==> src/rtl/bundle_issue_controller_pkg.sv <==
// rtl/bundle_issue_controller_pkg.sv - shared encodings, field positions and FSM states
package bundle_issue_controller_pkg;

    localparam int INSTR_W = 32;
    localparam int REG_AW  = 4;

    // Slot D opcodes
    localparam logic [1:0] OP_NOP   = 2'b00;
    localparam logic [1:0] OP_LOAD  = 2'b01;
    localparam logic [1:0] OP_STORE = 2'b10;
    localparam logic [1:0] OP_HALT  = 2'b11;

    // Field bit positions within the bundle
    localparam int A_VALID_BIT = 12;
    localparam int A_RD_LO     = 8;
    localparam int D_OP_LO     = 29;
    localparam int D_MODE_BIT  = 28;
    localparam int D_REG_LO    = 24;

    typedef enum logic [1:0] {
        ST_RUN    = 2'd0,
        ST_D_ONLY = 2'd1,
        ST_HALT   = 2'd2
    } state_t;

    // Per-bundle control summary produced by the decoder
    typedef struct packed {
        logic a_valid;
        logic d_write;
        logic d_store;
        logic d_mem;
        logic waw;
        logic is_halt;
    } dec_t;

endpackage

==> src/rtl/bundle_issue_controller_if.sv <==
// rtl/bundle_issue_controller_if.sv - instruction/memory side handshake and enable bundle
interface bundle_issue_controller_if #(parameter int CNT_W = 16);
    import bundle_issue_controller_pkg::*;

    logic [INSTR_W-1:0] bundle;
    logic               mem_ready;
    logic               pc_en;
    logic               rf_we_a;
    logic               rf_we_d;
    logic               mem_req;
    logic               mem_we;
    logic               halted;
    logic [CNT_W-1:0]   bundle_count;
    logic [CNT_W-1:0]   stall_count;

    // Environment side: instruction memory, data memory, register file
    modport master (
        output bundle, mem_ready,
        input  pc_en, rf_we_a, rf_we_d, mem_req, mem_we, halted, bundle_count, stall_count
    );

    // Controller side
    modport slave (
        input  bundle, mem_ready,
        output pc_en, rf_we_a, rf_we_d, mem_req, mem_we, halted, bundle_count, stall_count
    );
endinterface

==> src/rtl/bundle_issue_controller_decoder.sv <==
// rtl/bundle_issue_controller_decoder.sv - combinational bundle field decode
module bundle_issue_controller_decoder
    import bundle_issue_controller_pkg::*;
(
    input  logic [INSTR_W-1:0] bundle_i,
    output dec_t               dec_o
);
    logic [1:0]        d_op;
    logic              d_mode;
    logic [REG_AW-1:0] a_rd;
    logic [REG_AW-1:0] d_reg;
    logic              unused_fields;

    assign d_op   = bundle_i[D_OP_LO +: 2];
    assign d_mode = bundle_i[D_MODE_BIT];
    assign a_rd   = bundle_i[A_RD_LO +: REG_AW];
    assign d_reg  = bundle_i[D_REG_LO +: REG_AW];

    // ALU ctrl, source registers, addr/imm and the reserved bit only matter to the datapath
    assign unused_fields = ^{bundle_i[31], bundle_i[23:16], bundle_i[15:13], bundle_i[7:0]};

    // Derive the per-slot control summary
    always_comb begin
        dec_o         = '0;
        dec_o.a_valid = bundle_i[A_VALID_BIT];
        dec_o.d_write = (d_op == OP_LOAD);
        dec_o.d_store = (d_op == OP_STORE);
        dec_o.d_mem   = (d_op == OP_STORE) || ((d_op == OP_LOAD) && d_mode);
        dec_o.is_halt = (d_op == OP_HALT);
        dec_o.waw     = bundle_i[A_VALID_BIT] && (d_op == OP_LOAD) && (a_rd == d_reg);
    end
endmodule

==> src/rtl/bundle_issue_controller.sv <==
// rtl/bundle_issue_controller.sv - dual-issue VLIW bundle sequencer with perf counters
module bundle_issue_controller
    import bundle_issue_controller_pkg::*;
#(
    parameter int CNT_W = 16
) (
    input  logic                     clk_i,
    input  logic                     rst_i,
    bundle_issue_controller_if.slave bus
);
    localparam logic [CNT_W-1:0] CNT_MAX = '1;

    dec_t             dec;
    state_t           state_q, state_d;
    logic             pc_en, rf_we_a, rf_we_d, mem_req, mem_we, halted;
    logic [CNT_W-1:0] bundle_count_q, bundle_count_d;
    logic [CNT_W-1:0] stall_count_q, stall_count_d;

    bundle_issue_controller_decoder u_decoder (
        .bundle_i (bus.bundle),
        .dec_o    (dec)
    );

    // Next state and Mealy enables; reset forces every enable low in its own cycle
    always_comb begin
        state_d = state_q;
        pc_en   = 1'b0;
        rf_we_a = 1'b0;
        rf_we_d = 1'b0;
        mem_req = 1'b0;
        mem_we  = 1'b0;
        halted  = 1'b0;
        if (rst_i) begin
            state_d = ST_RUN;
        end else begin
            case (state_q)
                ST_RUN: begin
                    if (dec.is_halt) begin
                        state_d = ST_HALT;
                    end else if (dec.waw) begin
                        // A writes first, D retires next cycle so the load value wins
                        rf_we_a = 1'b1;
                        state_d = ST_D_ONLY;
                    end else if (dec.d_mem && !bus.mem_ready) begin
                        rf_we_a = dec.a_valid;
                        mem_req = 1'b1;
                        mem_we  = dec.d_store;
                        state_d = ST_D_ONLY;
                    end else begin
                        rf_we_a = dec.a_valid;
                        rf_we_d = dec.d_write;
                        mem_req = dec.d_mem;
                        mem_we  = dec.d_store;
                        pc_en   = 1'b1;
                    end
                end
                ST_D_ONLY: begin
                    // Slot A already retired; keep the request up until memory completes
                    mem_req = dec.d_mem;
                    mem_we  = dec.d_store;
                    if (!dec.d_mem || bus.mem_ready) begin
                        rf_we_d = dec.d_write;
                        pc_en   = 1'b1;
                        state_d = ST_RUN;
                    end
                end
                ST_HALT: begin
                    halted = 1'b1;
                end
                default: begin
                    state_d = ST_RUN;
                end
            endcase
        end
    end

    // Saturating retire and stall counters
    always_comb begin
        bundle_count_d = bundle_count_q;
        stall_count_d  = stall_count_q;
        if (rst_i) begin
            bundle_count_d = '0;
            stall_count_d  = '0;
        end else begin
            if (pc_en && (bundle_count_q != CNT_MAX))
                bundle_count_d = bundle_count_q + 1'b1;
            if (!pc_en && (state_q != ST_HALT) && (stall_count_q != CNT_MAX))
                stall_count_d = stall_count_q + 1'b1;
        end
    end

    // State and counter registers
    always_ff @(posedge clk_i) begin
        if (rst_i) begin
            state_q        <= ST_RUN;
            bundle_count_q <= '0;
            stall_count_q  <= '0;
        end else begin
            state_q        <= state_d;
            bundle_count_q <= bundle_count_d;
            stall_count_q  <= stall_count_d;
        end
    end

    assign bus.pc_en        = pc_en;
    assign bus.rf_we_a      = rf_we_a;
    assign bus.rf_we_d      = rf_we_d;
    assign bus.mem_req      = mem_req;
    assign bus.mem_we       = mem_we;
    assign bus.halted       = halted;
    assign bus.bundle_count = bundle_count_q;
    assign bus.stall_count  = stall_count_q;
endmodule

==> src/flat_wrapper.sv <==
// flat-port wrapper written by rule: the top's interface ports become plain ports
module bundle_issue_controller_flat import bundle_issue_controller_pkg::*;
#(
    parameter int CNT_W = 16
)
  (clk_i, rst_i, bus_bundle, bus_mem_ready, bus_pc_en, bus_rf_we_a, bus_rf_we_d, bus_mem_req, bus_mem_we, bus_halted, bus_bundle_count, bus_stall_count);
  bundle_issue_controller_if #(.CNT_W(CNT_W)) bus_i ();
  input  logic clk_i;
  input  logic rst_i;
  input wire logic [$bits(bus_i.bundle)-1:0] bus_bundle;
  input wire logic [$bits(bus_i.mem_ready)-1:0] bus_mem_ready;
  output wire logic [$bits(bus_i.pc_en)-1:0] bus_pc_en;
  output wire logic [$bits(bus_i.rf_we_a)-1:0] bus_rf_we_a;
  output wire logic [$bits(bus_i.rf_we_d)-1:0] bus_rf_we_d;
  output wire logic [$bits(bus_i.mem_req)-1:0] bus_mem_req;
  output wire logic [$bits(bus_i.mem_we)-1:0] bus_mem_we;
  output wire logic [$bits(bus_i.halted)-1:0] bus_halted;
  output wire logic [$bits(bus_i.bundle_count)-1:0] bus_bundle_count;
  output wire logic [$bits(bus_i.stall_count)-1:0] bus_stall_count;
  assign bus_i.bundle = bus_bundle;
  assign bus_i.mem_ready = bus_mem_ready;
  assign bus_pc_en = bus_i.pc_en;
  assign bus_rf_we_a = bus_i.rf_we_a;
  assign bus_rf_we_d = bus_i.rf_we_d;
  assign bus_mem_req = bus_i.mem_req;
  assign bus_mem_we = bus_i.mem_we;
  assign bus_halted = bus_i.halted;
  assign bus_bundle_count = bus_i.bundle_count;
  assign bus_stall_count = bus_i.stall_count;
  bundle_issue_controller #(.CNT_W(CNT_W)) u_core (.clk_i(clk_i), .rst_i(rst_i), .bus(bus_i));
endmodule
==> config.mk <==
export PLATFORM = sky130hd
export DESIGN_NAME = bundle_issue_controller_flat
export DESIGN_NICKNAME = d
export VERILOG_FILES = /design/src/rtl/bundle_issue_controller_pkg.sv /design/src/rtl/bundle_issue_controller_if.sv /design/src/rtl/bundle_issue_controller_decoder.sv /design/src/rtl/bundle_issue_controller.sv /design/src/flat_wrapper.sv
export SDC_FILE = /design/constraint.sdc
export NUM_CORES = 1
export LEC_CHECK = 0
export BUFFER_PORTS_ARGS = -buffer_cell sky130_fd_sc_hd__buf_2
export CAP_MARGIN = 30
export CORE_MARGIN = 2
export CORE_UTILIZATION = 44
export CTS_CLUSTER_SIZE = 28
export DETAILED_ROUTE_END_ITERATION = 10
export PLACE_DENSITY_LB_ADDON = 0.1
export SLEW_MARGIN = 20
export SYNTH_ARGS = -nofsm -noshare
export SYNTH_HDL_FRONTEND = slang
export SYNTH_SLANG_ARGS = --single-unit
==> constraint.sdc <==
create_clock -name clk_i -period 2.3 [get_ports clk_i]
set_input_delay 0.115 -clock clk_i [delete_from_list [all_inputs] [get_ports clk_i]]
set_output_delay 0.115 -clock clk_i [all_outputs]
set_load 0.005 [all_outputs]
; ---- After elaboration in Yosys (flattened, before gate mapping)
; Cells that the tools add are included.
[totals]
inputBits = 35
ff_bits = 34
output_inout_bits = 38
wordCells = 63
[op_classes]
n_mux = 32
n_eq_ne = 11
bitwise_logic = 1
n_addsub = 2
reduce_logical = 14
[ops]
columns = operator, count
row1 = "16-bit by 1-bit adder with 16-bit output, second input constant", 2
row2 = "16-bit != test, second input constant", 2
row3 = 1-bit two-way mux, 23
row4 = 2-bit two-way mux, 4
row5 = 1-bit one-hot mux with 2 select lines, 4
row6 = 1-bit logical AND, 7
row7 = "2-bit equality test, second input constant", 3
row8 = 2-bit one-hot mux with 3 select lines, 1
row9 = "2-bit by 1-bit equality test with 1-bit output, second input constant", 2
row10 = 4-bit equality test, 1
row11 = "4-bit by 1-bit != test with 1-bit output, second input constant", 1
row12 = 1-bit zero test, 3
row13 = 3-bit AND reduction, 1
row14 = 2-bit zero test, 1
row15 = 1-bit logical OR, 2
row16 = "2-bit by 1-bit != test with 1-bit output, second input constant", 1
row17 = "2-bit != test, second input constant", 1
row18 = 1-bit NOT, 1

; ---- Depth between registers and ports, before layout
; Gate-level depths: netlist of the first run.
[logic_depth]
ltp_word = 12
depth_mapped = 8
ltp_nobuf = 7

; ---- Cells and area by module
; Synthesis of the first run repeated with hierarchy kept, for this count alone.
[hier_totals]
cells_unflattened = 215
hier_area_um2 = 1928.1
[by_module_without_submodules]
columns = module, cells_per_inst, area_per_inst_um2, n_inst, seq_area_each_um2
row1 = bundle_issue_controller, 204, 1824.2, 1, 680.7
row2 = bundle_issue_controller_decoder, 11, 103.8, 1, 0.0

; ---- Worst setup path before layout of the first run
; OpenSTA, ideal clock, no wires.
[synth_timing]
path_type = register to register
from = register u_core.bundle_count_q[0], in the netlist u_core.bus.bundle_count[0]
to = register u_core.bundle_count_q[14], in the netlist u_core.bus.bundle_count[14]
t_arrival_ns = 2.063
required_ns = 2.179
stages_incl_launch_ff = 8
slack_ns = 0.116
path_buffers = 0
path_cell_list = dfxtp_1 ha_1 and3_1 and3_1 a41oi_1 o21ai_1 nor4_1 mux2_2
[synth_via]
elab_chain_len = 2
word_cells_on_any_way = 3
classes_between = 1 x add/sub / 1 x eq/ne / 1 x reduce/logical
[synth_rtl]
columns = item, line_no
row1 = from (decl), bundle_issue_controller.sv:16  ; logic [CNT_W-1:0] bundle_count_q, bundle_count_d;
row2 = from (signal assigned), bundle_issue_controller.sv:100  ; bundle_count_q <= bundle_count_d;
row3 = branches (longest 2 deep; another with 16-bit by 1-bit adder with 16-bit output), --
; Several ways; the timed one is not identified.
; A chain may end at the register's enable or synchronous reset.

; ---- Worst setup path after layout of the first run
[layout_timing]
from = register u_core.bundle_count_q[0], in the netlist u_core.bus.bundle_count[0]
to = register u_core.bundle_count_q[15], in the netlist u_core.bus.bundle_count[15]
; The elaborated chain is that of the path after synthesis.

==> results of run 1 <==
[sequential cells by signal, summed over array words and instances, names as in the netlist]
register / count
u_core.bus.bundle_count: 16
u_core.bus.stall_count: 16
u_core.state_q: 2
[report_power, final]
part,internal (mW),switching (mW),total (mW)
Combinational,0.0856,0.110,0.196
Clock,0.347,0.210,0.557
Sequential,0.603,0.0163,0.620
Total,1.04,0.336,1.37
[layout by cell type, fill, tap and decap left out, types with 7 or more instances in the layout]
| cell type | count |
|---|---|
| a21oi_1 | 26 |
| buf_2 | 52 |
| buf_4 | 15 |
| dfxtp_1 | 34 |
| inv_1 | 7 |
| nand2_1 | 16 |
| nand3_1 | 9 |
| nor2_1 | 16 |
| o21ai_0 | 17 |
| o41ai_1 | 7 |
| or3_1 | 16 |
[cell families (layout without fill, tap and decap cells)]
group,count (synthesis),count (layout),synth area share (%)
AOI/OAI and AO/OA,68,68,21.8
xor gates and xnor gates,7,7,3.28
adders and majority gates,2,2,1.34
buffers and inverters,16,81,3.68
DFF,34,34,36.4
muxes,4,4,2.34
and+or+nand+nor,102,102,31.2
[layout make-up]
| cell class | instances | area [um2] |
|---|---|---|
| clock inverters | 1 | 30.0 |
| repair buffers | 67 | 373 |
| inverters | 7 | 26.3 |
| multi-input cells | 183 | 1120 |
| well taps | 50 | 62.6 |
| clock buffers | 6 | 82.6 |
| fillers | 404 | 1680 |
| flip-flops and latches | 34 | 681 |
[worst reg2reg max path, delay by kind of cell, from the launching register on]
family	cells	cell delay (ns)
buffers and inverters	1	0.21
flip-flops	1	0.31
AO/OA/AOI/OAI	3	0.58
adder cells (fa/ha/maj)	1	0.20
AND/OR/NAND/NOR	3	0.78
[cells in the mapped netlist (all sizes together) (3+ instances only)]
cell type and n:
nor3 4, o211ai 4, inv 7, nand2 16
and2 3, nand3 9, clkbuf 7, dfxtp 34
mux2 3, nor4 4, a21oi 27, nand4 4
or3 16, xor2 6, o31ai 3, o41ai 7
o21ai 21, nor2b 5, or4 5, nor2 16
and3 5
[through the flow]
stage / instance area (um2) / utilization, % / cells / hold WS [ns]
6_report: 2380 / 58.6 / 348 / 0.200
3_5_place_dp: 2250 / 55.6 / 340 / 0.484
4_1_cts: 2370 / 58.3 / 347 / 0.195
3_3_place_gp: 2250 / 55.6 / 340 / 0.475
2_1_floorplan: 1870 / - / 233 / 0.315
5_1_grt: 2380 / 58.6 / 348 / 0.213
[final timing paths]
check                        startpoint                     endpoint  slack (ns)  depth (start not counted)
max          u_core.bus.bundle_count[0]  u_core.bus.bundle_count[15]        0.15                          8
min                      bus_bundle[29]            u_core.state_q[1]        0.20                          3
max reg2reg  u_core.bus.bundle_count[0]  u_core.bus.bundle_count[15]        0.15                          8
min reg2reg   u_core.bus.stall_count[8]    u_core.bus.stall_count[8]        0.49                          2
[repair_timing]
action | in CTS | in global routing
setup endpoints to repair | 0 | 1
endpoints found under the hold margin | 0 | 0
resized for setup | 0 | 1
setup buffers | 0 | 1
[layer usage]
metal / wire [um] / vias to the layer above / part of all wire, %
met4: 38 / 0 / 0.83
met3: 197 / 4 / 4.3
li1: - / 1001 / -
met1: 2350 / 914 / 51
met2: 1990 / 45 / 44
met5: 0 / - / 0
==> impl_metrics.env, run 1 <==
export IMPL_synth_top_cell_area_share_pct=36.4
export IMPL_fin_crit_ns=2.15
export IMPL_crit_buf_inv=1
export IMPL_nNetsFinal=335
export IMPL_report_final_slew_viol_count=0
export IMPL_synth_top_area_cell="dfxtp_1"
export IMPL_crit_path_frequent_cell="and3_1"
export IMPL_grt_use_met3_pct=3.63
export IMPL_ir_drop_uv=367
export IMPL_syn_nets=270
export IMPL_hp_class="in2reg"
export IMPL_avgSynthCellArea_um2=8.02
export IMPL_cts_made_buffers=5
export IMPL_dr_pass1_iters=4
export IMPL_area_delta_synth_final_pct=27.2
export IMPL_totalWireLength_mm=4.57
export IMPL_cts_root_buffer="clkbuf_8"
export IMPL_cp_cell_sequence="ha_1 > and3_1 > and3_1 > a41oi_1 > o21ai_1 > buf_4 > or3_1 > a21oi_1"
export IMPL_async_flop_share_pct=0
export IMPL_powerDensity_nw_per_um2=577
export IMPL_crit_path_max_fanout=8
export IMPL_diodes=0
export IMPL_use_met2_pct=29.2
export IMPL_core_um2=4060
export IMPL_first_global_vias=1755
export IMPL_clock_sinks=34
export IMPL_max_slew_worst_pin_slew_ns=0.408
export IMPL_antenna_found_initial=0
export IMPL_globalplace_congestion=0.802
export IMPL_grt_max_degree=21
export IMPL_finalCritPeriodShare_pct=93.6
export IMPL_place_ws_ns=0.144
export IMPL_fmax_ghz=0.464
export IMPL_grt_pass1_wl_mm=7.60
export IMPL_drcViolationCount=0
export IMPL_yosys_most_used_dff="dfxtp_1"
export IMPL_cts_tree="done"
export IMPL_seq_area_frac_synth_pct=36.4
export IMPL_grt_overflow=0
export IMPL_cp_end_kind="flop"
export IMPL_setup_viol_count_final=0
export IMPL_rsz0062_at_grt="no"
export IMPL_die_h_um=69.2
export IMPL_drive_above_1_share_pct=27.5
export IMPL_syn_inst=233
export IMPL_crit_family="simple AND/OR/NAND/NOR gates"
export IMPL_synth_warnings=0
export IMPL_slowest_delay_ns=0.34
export IMPL_finalHoldViolCount=0
export IMPL_grtUsageTotal_pct=18.6
export IMPL_rows=23
export IMPL_die_area_um2=4790
export IMPL_crit_path_start_kind="flop"
export IMPL_clock_skew_final_ns=0.00804
export IMPL_clock_latency_ns=0.28
export IMPL_postCtsHoldBufs=0
export IMPL_netlist_area_um2=1870
export IMPL_busiest_layer="met2"
export IMPL_antenna_left=0
export IMPL_fin_tns_setup_ns=0
export IMPL_use_met1_pct=26.4
export IMPL_synth_edff_count=0
export IMPL_vias=1964
export IMPL_synth_cell_types=45
export IMPL_synth_seq_cells=34
export IMPL_relSlewSlack_pct=72.8
export IMPL_start_util_pct=46.1
export IMPL_drt_iter0_drc=126
export IMPL_clockBufferDepth=2
export IMPL_synth_area_top_cells="dfxtp_1 (36%), a21oi_1 (7.0%), or3_1 (5.4%)"
export IMPL_setup_ws_ns=0.147
export IMPL_port_buffers=52
export IMPL_vias_per_cell=5.64
export IMPL_clk_pin_slew_ns=0.07
export IMPL_dp_hpwl_mm=3.36
export IMPL_max_cap_viol_count=0
export IMPL_worst_ep_arrival_time_ns=2.37
export IMPL_outcome="completed"
export IMPL_power_mw=1.37
export IMPL_routedWlPerCell_um=13.1
export IMPL_fp_dieW_um=69.2
export IMPL_p_leak_nw=0.963
export IMPL_critPathRequiredTime_ns=2.51
export IMPL_num_io_pins=73
export IMPL_path_class="reg2reg"
export IMPL_htree_levels=2
export IMPL_slowest_stage="or3_1"
Note: power is estimated with default switching activity, not from simulation.
==> run 2, diff against run 1 <==
CELL_PAD_IN_SITES_DETAIL_PLACEMENT = 1   (was not set)
CELL_PAD_IN_SITES_GLOBAL_PLACEMENT = 2   (was not set)
CORE_UTILIZATION = 24   (was 44)
==> run 2 against run 1 <==
Effect of this change: routed wire length up 27%; first-iteration DRC count fell by 73%; sequential power about the same; worst hold slack worse by 0.042 ns; largest cell class unchanged; largest power group unchanged; highest routed layer unchanged.
==> impl_metrics.env, run 2 (synthesized netlist as in run 1, its figures left out) <==
export IMPL_drcViolationCount=0
export IMPL_p_leak_nw=0.996
export IMPL_core_um2=7650
export IMPL_layout_common_cells="buf_2 (52), dfxtp_1 (34), a21oi_1 (26)"
export IMPL_start_util_pct=24.4
export IMPL_setup_viol_count_final=0
export IMPL_powerDensity_nw_per_um2=526
export IMPL_hp_class="in2reg"
export IMPL_drt_iter0_drc=34
export IMPL_critPathRequiredTime_ns=2.52
export IMPL_num_io_pins=73
export IMPL_drive_above_1_share_pct=29.7
export IMPL_totalWireLength_mm=5.79
export IMPL_dr_wl_met2_mm=2.68
export IMPL_fin_tns_setup_ns=0
export IMPL_met3_length_um=199
export IMPL_die_area_um2=8510
export IMPL_rows=32
export IMPL_routedWlPerCell_um=14.2
export IMPL_placed_area_um2=2380
export IMPL_layout_commonest_cell="buf_2"
export IMPL_grt_pass1_wl_mm=9.49
export IMPL_post_cts_buffers=0
export IMPL_die_h_um=92.3
export IMPL_wl_met1_mm=2.83
export IMPL_final_util_pct=32.5
export IMPL_place_ws_ns=0.0789
export IMPL_fin_cells=408
export IMPL_clock_skew_final_ns=0.00762
export IMPL_path_class="reg2reg"
export IMPL_grt_max_degree=30
export IMPL_rsz0062_at_grt="no"
export IMPL_htree_levels=2
export IMPL_vias=2045
export IMPL_crit_path_max_fanout=4
export IMPL_fp_dieW_um=92.3
export IMPL_clockBufferDepth=2
export IMPL_diodes=0
export IMPL_first_global_vias=1936
export IMPL_ir_drop_uv=203
export IMPL_max_cap_viol_count=0
export IMPL_crit_path_start_kind="flop"
export IMPL_relSlewSlack_pct=72.2
export IMPL_dp_hpwl_mm=4.40
export IMPL_cts_root_buffer="clkbuf_8"
export IMPL_antenna_left=0
export IMPL_postCtsHoldBufs=0
export IMPL_num_fill_cells=951
export IMPL_grtUsageTotal_pct=13.8
export IMPL_cts_made_buffers=5
export IMPL_dr_pass1_iters=4
export IMPL_outcome="completed"
export IMPL_finalCritPeriodShare_pct=95.4
export IMPL_cts_tree="done"
export IMPL_vias_per_cell=5.01
export IMPL_grt_overflow=0
export IMPL_dp_cells=400
export IMPL_port_buffers=52
export IMPL_nNetsFinal=342
export IMPL_area_delta_synth_final_pct=32.9
export IMPL_regToRegSetupSlack_ns=0.10
export IMPL_cp_end_kind="flop"
export IMPL_highest_layer="met4"
export IMPL_fmax_ghz=0.456
export IMPL_clk_pin_slew_ns=0.07
export IMPL_max_slew_worst_pin_slew_ns=0.414
export IMPL_clock_latency_ns=0.29
export IMPL_stdcell_area_um2=2480
export IMPL_antenna_found_initial=0
export IMPL_finalHoldViolCount=0
export IMPL_report_final_slew_viol_count=0
export IMPL_clock_sinks=34
export IMPL_fin_crit_ns=2.20
export IMPL_worst_ep_arrival_time_ns=2.41
export IMPL_cts_resized=0
export IMPL_setup_ws_ns=0.105
export IMPL_globalplace_congestion=0.710
## run 2: metal layers
layer / vias to the layer above / global-route usage [%]
li1: 1016 / -
met1: 982 / 18.9
met2: 40 / 22.0
met3: 7 / 2.47
met4: 0 / 4.10
met5: - / 0
## run 2: layout make-up
type | instances | area [um2] | area share [%]
multi-input cells | 183 | 1130 | 45.6
flip-flops and latches | 34 | 681 | 27.4
repair buffers | 74 | 425 | 17.1
well taps | 102 | 128 | 5.14
clock buffers | 7 | 86.3 | 3.48
inverters | 7 | 26.3 | 1.06
clock inverters | 1 | 5.00 | 0.202
## run 2: final timing paths
| path | from | end | cells after the start |
|---|---|---|---|
| max reg2reg | u_core.bus.stall_count[1] | u_core.bus.stall_count[6] | 7 |
| min | rst_i | u_core.bus.bundle_count[5] | 2 |
| min reg2reg | u_core.bus.stall_count[12] | u_core.bus.stall_count[12] | 2 |
| max | u_core.bus.stall_count[1] | u_core.bus.stall_count[6] | 7 |
## run 2: through the flow
stage	total power, mW	hold slack [ns]
floorplan	0.745	0.315
global placement	0.848	0.465
detailed placement	0.849	0.460
CTS	1.33	0.158
global route	1.37	0.177
finish	1.31	0.157
## run 2: power by group
part | switching [mW] | internal, mW
clock network | 0.228 | 0.242
logic | 0.122 | 0.0962
registers | 0.0146 | 0.603
## run 2: critical path: stages (launching register included)
cell and delay [ns]:
dfxtp_1 0.34, ha_1 0.22, and3_1 0.20, nand4_1 0.14
nor2_1 0.09, or4b_2 0.67, or3_1 0.33, a21oi_1 0.14
